===== config.mk =====
export PLATFORM = sky130hd
export DESIGN_NAME = uart_rx_fifo_flat
export DESIGN_NICKNAME = d
export VERILOG_FILES = /design/src/rtl/uart_rx_fifo_if.sv /design/src/rtl/uart_rx_fifo.sv /design/src/flat_wrapper.sv
export SDC_FILE = /design/constraint.sdc
export NUM_CORES = 1
export LEC_CHECK = 0
export BUFFER_PORTS_ARGS = -buffer_cell sky130_fd_sc_hd__buf_2
export CAP_MARGIN = 25
export CORE_ASPECT_RATIO = 1.2
export CORE_MARGIN = 4
export CORE_UTILIZATION = 37
export DETAILED_ROUTE_END_ITERATION = 8
export HOLD_SLACK_MARGIN = 0.15
export PLACE_DENSITY = 0.56
export SYNTH_ARGS = -nofsm -noshare
export SYNTH_HDL_FRONTEND = slang
export SYNTH_SLANG_ARGS = --single-unit

===== constraint.sdc =====
create_clock -name Clk -period 5.1 [get_ports Clk]
set_input_delay 1.02 -clock Clk [delete_from_list [all_inputs] [get_ports Clk]]
set_output_delay 1.02 -clock Clk [all_outputs]
set_load 0.03 [all_outputs]

===== src/rtl/uart_rx_fifo_if.sv =====
// rtl/uart_rx_fifo_if.sv - receiver handshake, FIFO read port and status bundle
// slave is the buffer side; master is whatever drives the receiver and read inputs.
interface uart_rx_fifo_if #(
   parameter int ADDR_WIDTH = 4
);
   logic [7:0]          RxDataIn;
   logic                RxReady;
   logic                RxError;
   logic                RxEnable;
   logic                UartResetN;
   logic [7:0]          DataOut;
   logic                DataValid;
   logic                DataRead;
   logic [ADDR_WIDTH:0] Count;
   logic                Full;
   logic [7:0]          ErrorCount;
   logic                Overrun;
   logic                ClearStatus;

   modport master (
      output RxDataIn, RxReady, RxError, DataRead, ClearStatus,
      input  RxEnable, UartResetN, DataOut, DataValid, Count, Full, ErrorCount, Overrun
   );

   modport slave (
      input  RxDataIn, RxReady, RxError, DataRead, ClearStatus,
      output RxEnable, UartResetN, DataOut, DataValid, Count, Full, ErrorCount, Overrun
   );
endinterface


===== src/rtl/uart_rx_fifo.sv =====
// rtl/uart_rx_fifo.sv - UART receiver byte buffer with error recovery and statistics
// The receiver only leaves ERROR through reset, so this block pulses UartResetN to recover it.
module uart_rx_fifo #(
   parameter int ADDR_WIDTH     = 4,
   parameter int RECOVER_CYCLES = 4
) (
   input logic           Clk,
   input logic           RxSamplerReset,
   uart_rx_fifo_if.slave bus
);
   localparam int DEPTH = 2 ** ADDR_WIDTH;
   localparam int CW    = (RECOVER_CYCLES > 1) ? $clog2(RECOVER_CYCLES) : 1;
   localparam logic [ADDR_WIDTH:0]   CNT_ONE  = (ADDR_WIDTH + 1)'(1);
   localparam logic [ADDR_WIDTH:0]   CNT_FULL = {1'b1, {ADDR_WIDTH{1'b0}}};
   localparam logic [ADDR_WIDTH-1:0] PTR_ONE  = ADDR_WIDTH'(1);
   localparam logic [CW-1:0]         CNT_LOAD = CW'(RECOVER_CYCLES - 1);

   typedef enum logic [1:0] {IDLE, ACK, RECOVER, SETTLE} state_t;

   state_t                state;
   logic [CW-1:0]         recover_cnt;
   logic [7:0]            mem [DEPTH];
   logic [ADDR_WIDTH-1:0] wr_ptr;
   logic [ADDR_WIDTH-1:0] rd_ptr;
   logic [ADDR_WIDTH-1:0] rd_ptr_inc;
   logic [ADDR_WIDTH:0]   count;
   logic [ADDR_WIDTH:0]   count_next;
   logic                  rx_enable;
   logic                  uart_reset_n;
   logic                  data_valid;
   logic                  full;
   logic                  overrun;
   logic [7:0]            data_out;
   logic [7:0]            error_count;
   logic                  push;
   logic                  pop;
   logic                  take_error;

   // Error beats a ready byte; push uses the Full registered before this edge.
   always_comb begin
      take_error = (state == IDLE) && bus.RxError;
      push       = (state == IDLE) && !bus.RxError && bus.RxReady && !full;
      pop        = bus.DataRead && data_valid;
      rd_ptr_inc = rd_ptr + PTR_ONE;
      count_next = count;
      if (push && !pop) begin
         count_next = count + CNT_ONE;
      end else if (pop && !push) begin
         count_next = count - CNT_ONE;
      end
   end

   always_ff @(posedge Clk or negedge RxSamplerReset) begin
      if (!RxSamplerReset) begin
         state        <= IDLE;
         recover_cnt  <= '0;
         rx_enable    <= 1'b0;
         uart_reset_n <= 1'b0;
         wr_ptr       <= '0;
         rd_ptr       <= '0;
         count        <= '0;
         data_valid   <= 1'b0;
         full         <= 1'b0;
         data_out     <= '0;
         error_count  <= '0;
         overrun      <= 1'b0;
      end else begin
         rx_enable <= 1'b0;
         case (state)
            IDLE: begin
               uart_reset_n <= 1'b1;
               if (bus.RxError) begin
                  uart_reset_n <= 1'b0;
                  recover_cnt  <= CNT_LOAD;
                  state        <= RECOVER;
               end else if (push) begin
                  rx_enable <= 1'b1;
                  state     <= ACK;
               end
            end
            ACK: state <= IDLE;
            RECOVER: begin
               if (recover_cnt == '0) begin
                  uart_reset_n <= 1'b1;
                  state        <= SETTLE;
               end else begin
                  recover_cnt <= recover_cnt - CW'(1);
               end
            end
            SETTLE: state <= IDLE;
            default: state <= IDLE;
         endcase

         if (bus.ClearStatus) begin
            error_count <= '0;
            overrun     <= 1'b0;
         end else if (take_error) begin
            if (error_count != 8'hFF) begin
               error_count <= error_count + 8'd1;
            end
            if (full) begin
               overrun <= 1'b1;
            end
         end

         if (push) begin
            wr_ptr <= wr_ptr + PTR_ONE;
         end
         if (pop) begin
            rd_ptr <= rd_ptr_inc;
         end
         count      <= count_next;
         data_valid <= (count_next != '0);
         full       <= (count_next == CNT_FULL);

         // The head register bypasses memory when the pushed byte becomes the new head.
         if (push && ((count == '0) || (pop && (count == CNT_ONE)))) begin
            data_out <= bus.RxDataIn;
         end else if (pop) begin
            data_out <= mem[rd_ptr_inc];
         end
      end
   end

   always_ff @(posedge Clk) begin
      if (push) begin
         mem[wr_ptr] <= bus.RxDataIn;
      end
   end

   assign bus.RxEnable   = rx_enable;
   assign bus.UartResetN = uart_reset_n;
   assign bus.DataOut    = data_out;
   assign bus.DataValid  = data_valid;
   assign bus.Count      = count;
   assign bus.Full       = full;
   assign bus.ErrorCount = error_count;
   assign bus.Overrun    = overrun;
endmodule


===== src/flat_wrapper.sv =====
// flat-port wrapper written by rule: the top's interface ports become plain ports
module uart_rx_fifo_flat 
#(
   parameter int ADDR_WIDTH     = 4,
   parameter int RECOVER_CYCLES = 4
)
  (Clk, RxSamplerReset, bus_RxDataIn, bus_RxReady, bus_RxError, bus_DataRead, bus_ClearStatus, bus_RxEnable, bus_UartResetN, bus_DataOut, bus_DataValid, bus_Count, bus_Full, bus_ErrorCount, bus_Overrun);
  uart_rx_fifo_if #(.ADDR_WIDTH(ADDR_WIDTH)) bus_i ();
  input logic Clk;
  input logic RxSamplerReset;
  input wire logic [$bits(bus_i.RxDataIn)-1:0] bus_RxDataIn;
  input wire logic [$bits(bus_i.RxReady)-1:0] bus_RxReady;
  input wire logic [$bits(bus_i.RxError)-1:0] bus_RxError;
  input wire logic [$bits(bus_i.DataRead)-1:0] bus_DataRead;
  input wire logic [$bits(bus_i.ClearStatus)-1:0] bus_ClearStatus;
  output wire logic [$bits(bus_i.RxEnable)-1:0] bus_RxEnable;
  output wire logic [$bits(bus_i.UartResetN)-1:0] bus_UartResetN;
  output wire logic [$bits(bus_i.DataOut)-1:0] bus_DataOut;
  output wire logic [$bits(bus_i.DataValid)-1:0] bus_DataValid;
  output wire logic [$bits(bus_i.Count)-1:0] bus_Count;
  output wire logic [$bits(bus_i.Full)-1:0] bus_Full;
  output wire logic [$bits(bus_i.ErrorCount)-1:0] bus_ErrorCount;
  output wire logic [$bits(bus_i.Overrun)-1:0] bus_Overrun;
  assign bus_i.RxDataIn = bus_RxDataIn;
  assign bus_i.RxReady = bus_RxReady;
  assign bus_i.RxError = bus_RxError;
  assign bus_i.DataRead = bus_DataRead;
  assign bus_i.ClearStatus = bus_ClearStatus;
  assign bus_RxEnable = bus_i.RxEnable;
  assign bus_UartResetN = bus_i.UartResetN;
  assign bus_DataOut = bus_i.DataOut;
  assign bus_DataValid = bus_i.DataValid;
  assign bus_Count = bus_i.Count;
  assign bus_Full = bus_i.Full;
  assign bus_ErrorCount = bus_i.ErrorCount;
  assign bus_Overrun = bus_i.Overrun;
  uart_rx_fifo #(.ADDR_WIDTH(ADDR_WIDTH), .RECOVER_CYCLES(RECOVER_CYCLES)) u_core (.Clk(Clk), .RxSamplerReset(RxSamplerReset), .bus(bus_i));
endmodule

# Word-level counts from Yosys, hierarchy flattened
# Memories as Yosys holds them, arrays and structs flattened.
# Index checks and enable logic that the tools add are counted.
# classes
n_mux	24
reduce_logical	29
n_eq_ne	10
n_addsub	6
# op_table
operator	n
$mux W8	5
$mux W2	5
$mux W5	2
$reduce_bool A2 Y1	5
$logic_and A1 B1 Y1	9
$mux W1	9
$add A4 B1 Y4 const B	2
$add A8 B1 Y8 const B	1
$ne A8 B8 Y1 const B	1
$reduce_and A2 Y1	4
$pmux W2 S3	1
$add A5 B1 Y5 const B	1
$eq A5 B1 Y1 const B	1
$eq A5 B5 Y1 const B	1
$logic_not A5 Y1	1
$reduce_bool A5 Y1	1
$sub A5 B1 Y5 const B	1
$eq A2 B2 Y1 const B	2
$logic_not A1 Y1	4
$logic_not A2 Y1	2
$ne A2 B2 Y1 const B	2
$pmux W2 S2	1
$ne A3 B2 Y1 const B	1
$reduce_and A3 Y1	1
6 further kinds	6
# word_totals
output_inout_bits	26
word_cells	82
in_bits	14
ff_bits	38
ramBits	128
mem_count	1
# memory_table
memory	words	width	rd	rd_clocked_by_memory_dff	wr	line_no	text
u_core.mem	16	8	1	0	1	uart_rx_fifo.sv:22	logic [7:0] mem [DEPTH];

# Depth between registers and ports, before layout
# Gate-level depths: netlist (run 1).
# depth
ltp_word	9
mapped_depth	8
depth_no_buf	6

# Worst setup path before layout (run 1)
# OpenSTA, ideal clock, no wires.
# synth_timing
path_kind	input port to flip-flop
from	input port bus_RxReady
to	memory u_core.mem[14][0] (enable)
slack_ps	2386
path_buffers	2
stages	5
t_required_ps	4769
arrival_time_ps	2383
setup_time_ps	331
cell_sequence	or4b_4 > buf_6 > nor2_1 > clkbuf_1 > and4_1
# synth_via
elab_chain_cells	4
# synth_lines
item	line_no	text
start, declared	flat_wrapper.sv:12	input wire logic [$bits(bus_i.RxReady)-1:0] bus_RxReady;
$logic_and A1 B1 Y1 (2 in a row)	uart_rx_fifo.sv:42	push = (state == IDLE) && !bus.RxError && bus.RxReady && !full;
$mux W1	uart_rx_fifo.sv:126	if (push) begin
$mux W1 (not written as such)	uart_rx_fifo.sv:127	mem[wr_ptr] <= bus.RxDataIn;
end, declared	uart_rx_fifo.sv:22	
# Every way passes these cells.

# Final worst setup path (run 1)
# layout_timing
from	input port bus_RxReady
to	register u_core.data_out[5] (netlist: u_core.bus.DataOut[5])
# layout_via
elab_chain_cells	4
word_cells_on_any_way	5
cone_classes	mux (1); reduce/logical (4)
# layout_lines
item	line_no	text
$logic_and A1 B1 Y1 * (2 in a row)	uart_rx_fifo.sv:42	
$logic_and A1 B1 Y1 *	uart_rx_fifo.sv:117	if (push && ((count == '0) || (pop && (count == CNT_ONE)))) begin
$mux W8 or $reduce_bool A2 Y1 (tied branches)	n/a	
end signal, assigned	uart_rx_fifo.sv:118	data_out <= bus.RxDataIn;
end signal, assigned	uart_rx_fifo.sv:120	data_out <= mem[rd_ptr_inc];
end, declared	uart_rx_fifo.sv:33	logic [7:0] data_out;
# Mark *: on every way between the ends. The rest lies on a longest branch, timed or not.
# A chain may end at the register's enable or synchronous reset.

==> qor.yml, run 1 <==
run_status:
  run_status: "complete, no violations"
setup_path:
  path_common_cell: "nor2_1"
  arrival_ps: 3250
  worst_setup_path_start_kind: "input pin"
  crit_type: "input pin to flip-flop"
  slowest_stage: "nand4bb_1"
  crit_path_end_kind: "flip-flop"
  crit_family: "simple AND/OR/NAND/NOR gates"
  worstPathCellList: "buf_2 -> or4b_4 -> nor2_1 -> nand4bb_1 -> nor2_1 -> a31oi_1"
  crit_required_ps: 5370
  critPathBufInv: 1
  path_max_fanout: 16
  slowest_delay_ps: 650
layout:
  finish.instance_area_mm2: 0.00795
  final_common_cell: "edfxtp_1"
  postLayoutCoreUtil_pct: 43.4
  layout-drive-gt1-share_pct: 23.5
  layout.nets: 492
  antennaDiodeCount: 0
  nFillCells: 1645
  layout_common_cells: "edfxtp_1, buf_2, dfrtp_1, mux4_2, nand2_1"
  areaGrowthSynthToFinish_pct: 14.3
  multiInputGateArea_mm2: 0.00196
  ff_latch_area_mm2: 0.00480
yosys:
  synth_cell_types: 46
  synth.net_count: 453
  netlist_instances: 429
  synth_area_mm2: 0.00695
  synth_edf_count: 128
  synth_area_leaders: "edfxtp_1, dfrtp_1, mux4_2"
  yosysSeqAreaShare_pct: 69.0
  ys.warnings.count: 0
  synthArstFlopShare_pct: 22.9
  yosysTopAreaCellShare_pct: 55.3
  syn_area_per_cell_um2: 16.2
  ys.flop_type: "edfxtp_1"
  yosysTopAreaCell: "edfxtp_1"
  synth-seq-cells: 166
grt:
  grt_max_degree: 39
  grtUsageTotal_pct: 14.9
  antenna_found_initial: 0
  grt_pass1_vias: 3959
  grt_pass1_wl_um: 23100
  grt_remaining_overflow: 0
sta:
  fmax_ghz: 0.336
  skew_ps: 8.74
  tightest_slew_ps: 1120
  setup_violations: 0
  final.period_utilization_pct: 58.4
  hold_viol: 0
  setup_tns_ps: 0
  slew_headroom_pct: 24.9
  slew_viol_final: 0
  fin_ws_ps: 2120
  period_needed_ps: 2980
  hold_ws_ps: 498
  rsz0062_at_grt: "false"
clock_tree:
  post_cts_buffers: 0
  cts-root-buf: "clkbuf_16"
  hold_buffers: 0
  clk_path_buf_depth: 2
  numCtsBuffers: 17
  cts.sinks: 166
  clk_pin_slew_ps: 70
  clkLatencyLatePin_ps: 430
  cts_resized: 0
  cts_tree: "built"
  htreeDepth: 4
die:
  initial_utilization_pct: 38.0
  ios: 40
  die_w_um: 133
  core_area_mm2: 0.0183
  dieArea_mm2: 0.0211
  row_count: 54
  fp.dieH_um: 158
flow_run:
  drv_cap: 0
power_and_ir_drop:
  power.density_mw_per_mm2: 576
  peakVddDrop_mv: 0.271
  power.leakage_nw: 2.92
routing:
  drt_iter0_markers: 304
  routedWlPerCell_um: 20.2
  drc_errors: 0
  first_pass_iters: 5
  via_count: 3755
  vias_per_cell: 5.12
  wirelength_um: 14800
  ant_nets: 0
worst_hold_path:
  hp-class: "flip-flop to flip-flop"
placed_design:
  dp_hpwl_um: 9690
  dp_slack_ps: 1700
  port_buffers: 39
  place_area_mm2: 0.00737
  gp_congestion: 0.812
-- logic make-up (layout without fill, tap and decap cells) --
| group | after synthesis | after routing | share of synthesized area, % |
|---|---|---|---|
| DFF | 166 | 166 | 69.0 |
| and+or+nand+nor | 107 | 107 | 7.96 |
| buffers and inverters | 46 | 98 | 2.81 |
| muxes | 42 | 42 | 11.8 |
| AOI/OAI and AO/OA | 40 | 40 | 4.18 |
| xor gates and xnor gates | 18 | 18 | 2.48 |
| adders and majority gates | 10 | 10 | 1.80 |
-- worst register-to-register path, cell delays in order (launching register included) --
cell	delay, ps
dfrtp_1	460
or4b_4	620
nor2_1	640
nand4bb_1	650
nor2_1	280
a31oi_1	70
-- state kept, by name, summed over array words and instances, names as in the netlist, 2 cells and up --
signal / flops
u_core.bus.ErrorCount: 8
u_core.bus.Count: 5
u_core.recover_cnt: 2
u_core.mem: 128
u_core.state: 2
u_core.wr_ptr: 4
u_core.rd_ptr: 4
u_core.bus.DataOut: 8
-- per-stage QoR --
step	std cells	total power, mW
after floorplan	429	2.91
after global placement	700	3.37
after detailed placement	700	3.39
after CTS	732	4.63
after global routing	733	4.83
final	733	4.58
-- area by class of cell --
class                   instances  area share (%)
inverters                      25            1.18
clock buffers                  18            5.40
multi-input cells             217            24.7
well taps                     252            3.97
flip-flops and latches        166            60.3
repair buffers                 41            2.64
clock inverters                14            1.76
-- per-layer routing --
| metal | wire length (µm) | track usage [%] | vias to the layer above |
|---|---|---|---|
| met1 | 6430 | 19.0 | 1937 |
| met4 | 174 | 5.34 | 0 |
| met3 | 549 | 2.89 | 15 |
| met2 | 7690 | 25.7 | 88 |
| li1 | - | - | 1715 |
| met5 | 0 | 0 | - |
-- path summary, 6_finish.rpt --
check                      slack, ps  cells past startpoint                         startpoint                                   end
min reg2reg                      500                      2  u_core.bus.UartResetN$_DFFE_PN0P_     u_core.bus.UartResetN$_DFFE_PN0P_
max                             2120                      6                        bus_RxReady     u_core.bus.DataOut[5]$_DFFE_PN0P_
max in group asynchronous       3770                      1                     RxSamplerReset          u_core.rd_ptr[0]$_DFFE_PN0P_
min in group asynchronous        710                      1                     RxSamplerReset  u_core.bus.ErrorCount[4]$_DFFE_PN0P_
max reg2reg                     2240                      5        u_core.state[1]$_DFFE_PN0P_     u_core.bus.DataOut[5]$_DFFE_PN0P_
min                              500                      2  u_core.bus.UartResetN$_DFFE_PN0P_     u_core.bus.UartResetN$_DFFE_PN0P_
-- synthesized netlist by cell type, types with 9 or more instances --
master / instances
edfxtp_1: 128
dfrtp_1: 38
mux4_2: 32
nand2_1: 31
nor2_1: 29
inv_1: 25
clkbuf_1: 14
and2_1: 12
ha_1: 10
mux2i_1: 10
a31oi_1: 9
xnor2_1: 9
-- power breakdown --
group	total (mW)	internal [mW]	leakage (nW)	switching [mW]
clock	1.23	0.688	0.281	0.546
sequential	1.74	1.59	1.62	0.148
combinational	1.61	0.686	1.02	0.928
Power figures use the tool's default switching activity.
==> run 2: changes to the inputs <==
clock period = 3 ns   (was 5.1 ns; I/O delays follow)
==> qor.yml, run 2 (synthesis gave the netlist of run 1 again) <==
routing:
  drt_iter0_markers: 319
  drc_errors: 0
  vias_per_cell: 5.15
  ant_nets: 0
  wirelength_um: 15000
  first_pass_iters: 7
  routedWlPerCell_um: 20.4
  via_count: 3794
die:
  die_w_um: 133
  ios: 40
  core_area_mm2: 0.0183
  row_count: 54
  fp.dieH_um: 158
  dieArea_mm2: 0.0211
  initial_utilization_pct: 38.0
grt:
  antenna_found_initial: 0
  grtUsageTotal_pct: 15.0
  grt_pass1_vias: 4017
  grt_max_degree: 39
  grt_pass1_wl_um: 23600
  grt_remaining_overflow: 0
layout:
  areaGrowthSynthToFinish_pct: 15.5
  largest_reg_flops: 128
  layout-drive-gt1-share_pct: 23.9
  layout_common_cells: "edfxtp_1, buf_2, dfrtp_1, mux4_2, nand2_1"
  final_common_cell: "edfxtp_1"
  largest-register: "u_core.mem"
  antennaDiodeCount: 0
  finish.instance_area_mm2: 0.00803
  layout.nets: 496
sta:
  setup_violations: 0
  fin_ws_ps: 542
  tightest_slew_ps: 901
  final.period_utilization_pct: 81.9
  hold_viol: 0
  period_needed_ps: 2460
  setup_tns_ps: 0
  rsz0062_at_grt: "false"
  fmax_ghz: 0.407
  skew_ps: 6.79
  slew_headroom_pct: 39.9
  slew_viol_final: 0
clock_tree:
  cts.sinks: 166
  cts-root-buf: "clkbuf_16"
  cts_tree: "built"
  post_cts_buffers: 0
  htreeDepth: 4
  clk_path_buf_depth: 2
  hold_buffers: 0
  numCtsBuffers: 17
  cts_resized: 0
  clkLatencyLatePin_ps: 420
  clk_pin_slew_ps: 70
setup_path:
  cp-startpoint: "u_core.state[1]$_DFFE_PN0P_"
  crit_path_end_kind: "flip-flop"
  arrival_ps: 2730
  worstReg2RegStart: "u_core.state[1]$_DFFE_PN0P_"
  worst_setup_path_start_kind: "flip-flop"
  path_max_fanout: 16
  crit_required_ps: 3270
  crit_type: "flip-flop to flip-flop"
  r2r_slack_ps: 540
power_and_ir_drop:
  power.leakage_nw: 2.96
  p_total_mw: 8.02
  peakVddDrop_mv: 0.459
  power.density_mw_per_mm2: 999
placed_design:
  dp_hpwl_um: 9750
  port_buffers: 39
  place_area_mm2: 0.00741
  gp_congestion: 0.813
  dp_slack_ps: 430
run_status:
  run_status: "complete, no violations"
worst_hold_path:
  hp-class: "input pin to asynchronous set/reset pin"
flow_run:
  drv_cap: 0
run 2: layout make-up:
type                       instances  area, µm²
clock buffer                      18        429
clock inverter                    14        191
fill                            1636      10300
inverter                          25       93.8
multi-input combinational        217       1960
sequential                       166       4800
tap                              252        315
timing repair buffer              45        240
run 2: layer usage:
metal  global-route usage, %  share of wire [%]  up-vias
li1                        -                  -     1721
met1                    19.6                 45     1970
met2                    24.8                 50       85
met3                    3.27                3.5       18
met4                    5.49                1.9        0
met5                       0                  0        -
run 2: final timing paths:
kind                                                        end  cells after the start
hold reg to reg                  u_core.bus.Overrun$_DFFE_PN0P_                      2
min in group Clk           u_core.bus.ErrorCount[7]$_DFFE_PN0P_                      2
setup reg to reg              u_core.bus.DataOut[7]$_DFFE_PN0P_                      6
max in group asynchronous          u_core.rd_ptr[0]$_DFFE_PN0P_                      1
setup / recovery              u_core.bus.DataOut[7]$_DFFE_PN0P_                      6
hold / removal             u_core.bus.ErrorCount[4]$_DFFE_PN0P_                      1
run 2: power by group:
part | leakage [nW] | internal [mW] | total, mW | switching, mW
Sequential | 1.62 | 2.70 | 2.95 | 0.253
Combinational | 1.04 | 1.19 | 2.79 | 1.61
Clock | 0.301 | 1.34 | 2.27 | 0.932
Total | 2.96 | 5.23 | 8.02 | 2.79
run 2: per-stage QoR:
step	hold slack (ps)	utilization (%)	instances
final	304	43.8	737
after global routing	358	43.8	737
after CTS	333	43.8	737
after detailed placement	491	40.5	705
after global placement	473	40.5	705
after floorplan	304	-	429
run 2: critical path, cell delays in order, from the launching register on:
cell and delay, ps:
dfrtp_1 460, or4b_4 620, nor2_1 150, buf_4 180
nand4bb_1 540, nor2_1 290, a31oi_1 60
